`src/rtl/trigger_mult_gen.sv`:
```
// N-channel FIT trigger generator: per-BC hit accumulation, multiplicity/amplitude triggers
// and a first-word-fall-through event FIFO toward the TCM link.
module trigger_mult_gen #(
    parameter int unsigned NCH        = 12,
    parameter int unsigned PH_W       = 3,
    parameter int unsigned PH_LAST    = 7,
    parameter int unsigned ORBIT_LEN  = 3564,
    parameter int unsigned BCW        = 12,
    parameter int unsigned FIFO_DEPTH = 4,
    localparam int unsigned CW  = $clog2(NCH + 1),
    localparam int unsigned AW  = $clog2(2 * NCH + 1),
    localparam int unsigned EVW = BCW + 2 + CW + AW
) (
    input  logic             clk320,
    input  logic             rst_n,
    input  logic [PH_W-1:0]  mt_cou,
    input  logic [NCH-1:0]   CH_trigt,
    input  logic [NCH-1:0]   CH_triga,
    input  logic [NCH-1:0]   CH_trigb,
    input  logic [NCH-1:0]   ch_mask,
    input  logic [CW-1:0]    thr_t,
    input  logic [AW-1:0]    thr_a,
    output logic             tt,
    output logic             ta,
    output logic [CW-1:0]    n_t,
    output logic [AW-1:0]    amp_sum,
    output logic             tcm_req,
    input  logic             tcm_ack,
    output logic [EVW-1:0]   tcm_data,
    output logic             tcm_ovf
);
    localparam int unsigned PW   = $clog2(FIFO_DEPTH);
    localparam int unsigned CW_F = $clog2(FIFO_DEPTH + 1);

    logic [NCH-1:0]  st_t, st_a, st_b;
    logic [NCH-1:0]  in_t, in_a, in_b;
    logic [NCH-1:0]  h_t, h_a, h_b;
    logic            synced;
    logic            eval;
    logic [CW-1:0]   n_t_new;
    logic [AW-1:0]   amp_new;
    logic            tt_new, ta_new;
    logic [BCW-1:0]  bc_id;
    logic [EVW-1:0]  ev_word;

    logic [EVW-1:0]  mem [FIFO_DEPTH];
    logic [PW-1:0]   wr_ptr, rd_ptr, rd_next;
    logic [CW_F-1:0] count, count_next;
    logic            push, pop, wr_en;
    logic [EVW-1:0]  head_next;

    function automatic logic [AW-1:0] popcnt(input logic [NCH-1:0] v);
        logic [AW-1:0] c;
        c = '0;
        for (int i = 0; i < NCH; i++) c = c + AW'(v[i]);
        return c;
    endfunction

    // Evaluation includes the last-phase input; only full BCs seen since reset are evaluated.
    always_comb begin
        in_t    = CH_trigt & ch_mask;
        in_a    = CH_triga & ch_mask;
        in_b    = CH_trigb & ch_mask;
        h_t     = st_t | in_t;
        h_a     = st_a | in_a;
        h_b     = st_b | in_b;
        eval    = synced && (mt_cou == PH_W'(PH_LAST));
        n_t_new = CW'(popcnt(h_t));
        amp_new = popcnt(h_a) + popcnt(h_b);
        tt_new  = (n_t_new >= thr_t) && (n_t_new != '0);
        ta_new  = (amp_new >= thr_a) && (amp_new != '0);
        ev_word = {bc_id, tt_new, ta_new, n_t_new, amp_new};
    end

    // Next FIFO state and the registered head word (FWFT).
    always_comb begin
        push       = eval && (tt_new || ta_new);
        pop        = tcm_ack && tcm_req;
        wr_en      = push && ((count != CW_F'(FIFO_DEPTH)) || pop);
        rd_next    = pop ? rd_ptr + PW'(1) : rd_ptr;
        count_next = count;
        if (wr_en && !pop) begin
            count_next = count + CW_F'(1);
        end else if (pop && !wr_en) begin
            count_next = count - CW_F'(1);
        end
        if (count_next == '0) begin
            head_next = '0;
        end else if (wr_en && (wr_ptr == rd_next)) begin
            head_next = ev_word;
        end else begin
            head_next = mem[rd_next];
        end
    end

    always_ff @(posedge clk320) begin
        if (!rst_n) begin
            st_t     <= '0;
            st_a     <= '0;
            st_b     <= '0;
            synced   <= 1'b0;
            tt       <= 1'b0;
            ta       <= 1'b0;
            n_t      <= '0;
            amp_sum  <= '0;
            bc_id    <= '0;
            wr_ptr   <= '0;
            rd_ptr   <= '0;
            count    <= '0;
            tcm_req  <= 1'b0;
            tcm_data <= '0;
            tcm_ovf  <= 1'b0;
        end else begin
            if (mt_cou == '0) begin
                st_t   <= in_t;
                st_a   <= in_a;
                st_b   <= in_b;
                synced <= 1'b1;
            end else begin
                st_t <= h_t;
                st_a <= h_a;
                st_b <= h_b;
            end
            if (eval) begin
                tt      <= tt_new;
                ta      <= ta_new;
                n_t     <= n_t_new;
                amp_sum <= amp_new;
                bc_id   <= (bc_id == BCW'(ORBIT_LEN - 1)) ? '0 : bc_id + BCW'(1);
            end
            if (wr_en) wr_ptr <= wr_ptr + PW'(1);
            rd_ptr   <= rd_next;
            count    <= count_next;
            tcm_req  <= (count_next != '0);
            tcm_data <= head_next;
            if (push && !wr_en) tcm_ovf <= 1'b1;
        end
    end

    // Event storage needs no reset; validity is tracked by count.
    always_ff @(posedge clk320) begin
        if (rst_n && wr_en) mem[wr_ptr] <= ev_word;
    end

endmodule

```
`config.mk`:
```
export PLATFORM = sky130hd
export DESIGN_NAME = trigger_mult_gen
export DESIGN_NICKNAME = d
export VERILOG_FILES = /design/src/rtl/trigger_mult_gen.sv
export SDC_FILE = /design/constraint.sdc
export NUM_CORES = 1
export LEC_CHECK = 0
export ABC_AREA = 1
export CORE_MARGIN = 3
export CORE_UTILIZATION = 51
export CTS_CLUSTER_DIAMETER = 100
export CTS_CLUSTER_SIZE = 16
export DETAILED_ROUTE_END_ITERATION = 6
export GPL_ROUTABILITY_DRIVEN = 0
export PLACE_DENSITY = 0.77
export SLEW_MARGIN = 0
export SYNTH_ARGS = -nofsm -noshare
export SYNTH_HDL_FRONTEND = slang
export SYNTH_SLANG_ARGS = --single-unit
```
`constraint.sdc`:
```
create_clock -name clk320 -period 8.4 [get_ports clk320]
set_input_delay 2.52 -clock clk320 [delete_from_list [all_inputs] [get_ports clk320]]
set_output_delay 2.52 -clock clk320 [all_outputs]
set_load 0.02 [all_outputs]
```
# After elaboration in Yosys (flattened, before gate mapping)
# Memory sizes are Yosys's and may differ from the RTL's. A register that Yosys moved wholly into a read port is not among the register bits.
# Cells that the tools add are included.
# word_totals
reg_bits,69
latchBits,0
mem_bits_rw,92
rom_bits,0
in_bits,63
out_inout_bits,36
wordCells,95
mem_count,1
# op_classes
addsub,39
mul,0
div,0
n_lt_le_gt_ge,2
n_eq_ne,3
n_shift,0
mux,9
bitwise,7
n_reduce_logical,20
# memory_table
memory,words,word_bits,read_ports,rd_ports_with_merged_regs,wr,line_no,rtl
mem,4,23,1,1,1,46,logic [EVW-1:0] mem [FIFO_DEPTH];
# op_table
cell,count
adder 5 x 1 -> 5 bit,14
two-way mux 12 bit,4
bitwise AND 12 bit,3
bitwise OR 12 bit,3
adder 4 x 1 -> 4 bit,8
adder 12 x 1 -> 12 bit (second input constant),1
adder 3 x 1 -> 4 bit,3
equality test 12 bit (second input constant),1
adder 4 x 1 -> 5 bit,2
logical AND 1 bit,10
adder 2 x 1 -> 3 bit,3
adder 1 x 1 -> 2 bit,3
logical NOT 3 bit,2
two-way mux 3 bit,2
adder 5 bit,1
greater-or-equal comparator 5 bit,1
nonzero test 5 bit,1
adder 2 x 1 -> 2 bit (second input constant),2
greater-or-equal comparator 4 bit,1
nonzero test 4 bit,1
adder 3 x 1 -> 3 bit (second input constant),1
equality test 3 bit (second input constant),1
inequality test 3 bit (second input constant),1
nonzero test 3 bit,1
other kinds (7),10

# Depth between registers and ports, before layout
# depth
depth_word,25
ltp_mapped,33

# Least setup slack after synthesis
# No wires, ideal clock.
# synth_path
path_type,input to register
startpoint,input port CH_trigb[5]
endpoint,"memory mem[0][0] in the netlist's numbering, enable pin"
setup_time_ns,0.403
arrival_time_ns,8.293
required_time_ns,7.997
setup_slack_ns,-0.296
cell_stages,28
path_cell_list,nand2_1 nand2_1 fa_1 inv_1 fa_1 inv_1 fa_1 fa_1 inv_1 fa_1 inv_1 ha_1 fa_1 inv_1 nand2_1 nand2_2 inv_1 ha_1 nand2_1 nor2_1 o21ai_0 nand3_1 nand3_4 nand2_4 nand2_4 nor2_4 inv_1 nor2_1
# synth_between
elab_chain_cells,18
elab_cells_between_ends,19
classes_between,add/sub: 8; order compare: 1; mux: 2; bitwise: 2; reduce/logical: 6
# synth_lines
item,line_no,rtl
"start, declared",19,"input logic [NCH-1:0] CH_trigb,"
bitwise AND 12 bit *,63,in_b = CH_trigb & ch_mask;
bitwise OR 12 bit *,66,h_b = st_b | in_b;
adder 5 x 1 -> 5 bit * (7 in a row),55,for (int i = 0; i < NCH; i++) c = c + AW'(v[i]);
adder 5 bit *,69,amp_new = popcnt(h_a) + popcnt(h_b);
net amp_new[2],41,logic [AW-1:0] amp_new;
greater-or-equal comparator 5 bit / nonzero test 5 bit (equally long branches),71,ta_new = (amp_new >= thr_a) && (amp_new != '0);
logical AND 1 bit *,71,
logical OR 1 bit *,77,push = eval && (tt_new || ta_new);
logical AND 1 bit *,77,
logical AND 1 bit *,79,wr_en = push && ((count != CW_F'(FIFO_DEPTH)) || pop);
logical AND 1 bit *,142,if (rst_n && wr_en) mem[wr_ptr] <= ev_word;
two-way mux 1 bit *,142,
two-way mux 1 bit (implied by the code) *,142,
"end, declared",46,
# The timed path passes the listed nets; every way through them passes the cells marked *.

# Worst setup path in the final report
# layout_path
startpoint,input port CH_trigb[5]
endpoint,"memory mem[3][7] in the netlist's numbering, enable pin"
# Same word-level chain as after synthesis.

==> results_dict.tcl <==
set metrics [dict create \
    synth-edff-count 92 \
    setup_tns_ns 0 \
    crit_required_ns 8.56 \
    drt_iter0_markers 401 \
    drt_pass1_iterations 5 \
    critical_path_arrival_ns 8.33 \
    seqPwrFrac_pct 30.7 \
    power_switching_mw 1.54 \
    hold_buffers 0 \
    max-vdd-ir-drop_mv 0.303 \
    clock-sinks 184 \
    worstHoldStart "ta$_SDFFE_PN0P_" \
    skew_ns 0.00877 \
    num_vias 6460 \
    path_common_cell "fa_1" \
    ys_seq_area_share_pct 54.6 \
    synth_cell_types 41 \
    worstSetupStartpointType "input pin" \
    synth_area_leader_cell "edfxtp_1" \
    grt_pass1_wl_um 30600 \
    syn-instance-count 860 \
    num_rows 46 \
    critical_path_class "input pin to register" \
    total_power_mw 3.90 \
    grt_max_degree 47 \
    synth_most_common_cell "nand2_1" \
    setup_violations 0 \
    wire_per_inst_um 16.2 \
    core_um2 16100 \
    synth.top_cells.by_count "nand2_1, inv_1, a21oi_1, dfxtp_1, edfxtp_1" \
    antenna_cells 0 \
    rrSetupSlack_ns 2.43 \
    drive_above_1_share_pct 14.1 \
    hold_viol_final 0 \
    finalCritPeriodShare_pct 97.3 \
    p_leak_nw 4.60 \
    synthArstFlopShare_pct 0 \
    holdCritPathClass "register to register" \
    drc 0 \
    status "completed" \
    cts.root.buffer_cell "clkbuf_16" \
    relSlewSlack_pct 43.7 \
    syn_avg_cell_area_um2 9.81 \
    r2r_start "st_b[3]$_SDFF_PN0_" \
    hold_depth 2 \
    synth_nets 974 \
    drtAntennaViolNets 0 \
    crit_path_end_kind "register" \
    maxSlewViolCount 0 \
    dp_hpwl_um 13400 \
    pin_count 99 \
    max_stage_delay_ns 0.53 \
    area_growth_pct 26.5 \
    powerDensity_nw_per_um2 365 \
    die_y_um 135 \
    comb_power_share_pct 49.8 \
    syn-cell-area_um2 8440 \
    antenna_found_initial 0 \
    cts_buffer_depth 2 \
    grt_pass1_vias 6246 \
    p_int_mw 2.36 \
    path_clk_slew_ns 0.07 \
    ys_warn_count 0 \
    max_freq_mhz 122 \
    ys_ff_latch 184 \
    hold_slack_ns 0.470 \
    clockPowerShare_pct 19.5 \
    place_area_um2 9870 \
    grt.total_usage_pct 21.8 \
    io_buffers 98 \
    rr_endpoint "mem[3][7]$_DFFE_PP_" \
    cts_tree "yes" \
    worst_pin_slew_ns 0.839 \
    die_w_um 135 \
    h-tree-depth 4 \
    via_per_inst 5.27 \
    grt_overflow 0 \
    dp_cells 1185 \
    period_minus_slack_ns 8.17 \
    holdPathEnd "ta$_SDFFE_PN0P_" \
    switching_share_pct 39.5 \
    yosysTopAreaCellShare_pct 32.7 \
    cp_slowest_cell "fa_1" \
    cts_buffers 17 \
    yosys_most_used_dff "edfxtp_1" \
    cap_viol_max_count 0 \
    clkLatencyLatePin_ns 0.44 \
    dieArea_um2 18100 \
    worst_r2r_path_depth 27 \
    wl_um 19900 \
    worst-path-max-fanout 5 \
    fin_cells 1225 \
    final_area_um2 10700 \
    fin_nets 1110 \
    synthTopCellsByArea "edfxtp_1, dfxtp_1, nand2_1" \
    initial_core_util_pct 52.6 \
]
## placed cells by master (no fill, tap or decap), drive strengths merged, types with 24 or more instances in the layout
cell type,count
dfxtp,92
nand2,204
ha,27
edfxtp,92
a21oi,104
clkdlybuf4s50,88
nor2,29
o21ai,32
inv,126
fa,24
nor3,30
buf,50
## worst max path at each step
stage	start	end	slack [ns]	cells past startpoint
after global placement	ch_mask[5]	mem[1][2]$_DFFE_PP_	-0.23	30
after detailed placement	ch_mask[7]	mem[1][2]$_DFFE_PP_	-0.36	28
after global routing	CH_trigb[5]	mem[3][0]$_DFFE_PP_	-0.02	30
final	CH_trigb[5]	mem[3][7]$_DFFE_PP_	0.23	30
after CTS	ch_mask[5]	mem[1][2]$_DFFE_PP_	0.09	30
after floorplan	CH_trigb[5]	mem[0][0]$_DFFE_PP_	-0.30	28
## through the flow
| stage | util, % | worst slack [ns] |
|---|---|---|
| after global routing | 66.5 | -0.0249 |
| after floorplan | - | -0.296 |
| after CTS | 65.0 | 0.0876 |
| after detailed placement | 61.5 | -0.361 |
| after global placement | 61.5 | -0.232 |
| final | 66.5 | 0.227 |
## power groups by stage
stage	logic [mW]	clock network, mW	registers [mW]
detailed placement	1.85	0	1.22
CTS	1.86	0.764	1.20
global placement	1.80	0	1.22
finish	1.94	0.759	1.20
floorplan	1.09	0	1.28
global route	2.17	0.801	1.20
## layout make-up
| class | instances | area (um2) |
|---|---|---|
| fillers | 1185 | 5380 |
| multi-input cells | 518 | 3300 |
| repair buffers | 149 | 1470 |
| clock buffers | 18 | 429 |
| clock inverters | 14 | 129 |
| flip-flops and latches | 184 | 4600 |
| well taps | 216 | 270 |
| inverters | 126 | 477 |
## layer usage
metal / share of wire [%] / global-route usage (%)
met5: 0 / 0
met4: 2.2 / 7.64
met3: 7.0 / 6.30
met2: 50 / 36.7
met1: 41 / 26.9
## repair_timing
item | CTS | global route
setup endpoints to repair | 0 | 116
setup buffers | 0 | 5
gates resized for setup | 0 | 55
## cells by family (layout without fill, tap and decap cells)
family                   after synthesis  after routing  share of synthesized area, %
XOR/XNOR                              10             10                          1.04
AO/OA/AOI/OAI                        167            167                          11.7
adder cells (fa/ha/maj)               51             51                          9.69
flip-flops                           184            184                          54.6
buffers and inverters                158            307                          7.80
AND/OR/NAND/NOR                      290            290                          15.2
## state kept, by name, summed over array words and instances (netlist names)
| signal | flops |
|---|---|
| count | 3 |
| bc_id | 12 |
| rd_ptr | 2 |
| tcm_req | 1 |
| tcm_ovf | 1 |
| synced | 1 |
| mem | 92 |
| amp_sum | 5 |
| st_b | 12 |
| st_a | 12 |
| ta | 1 |
| n_t | 4 |
| wr_ptr | 2 |
| tcm_data | 23 |
| st_t | 12 |
| tt | 1 |
## worst max-delay path: cells and delay by family
family	cells	cell delay [ns]
buf+inv	9	1.13
compound gates	1	0.09
simple gates	12	1.23
fa+ha+maj	8	3.35
Power figures use the tool's default switching activity.
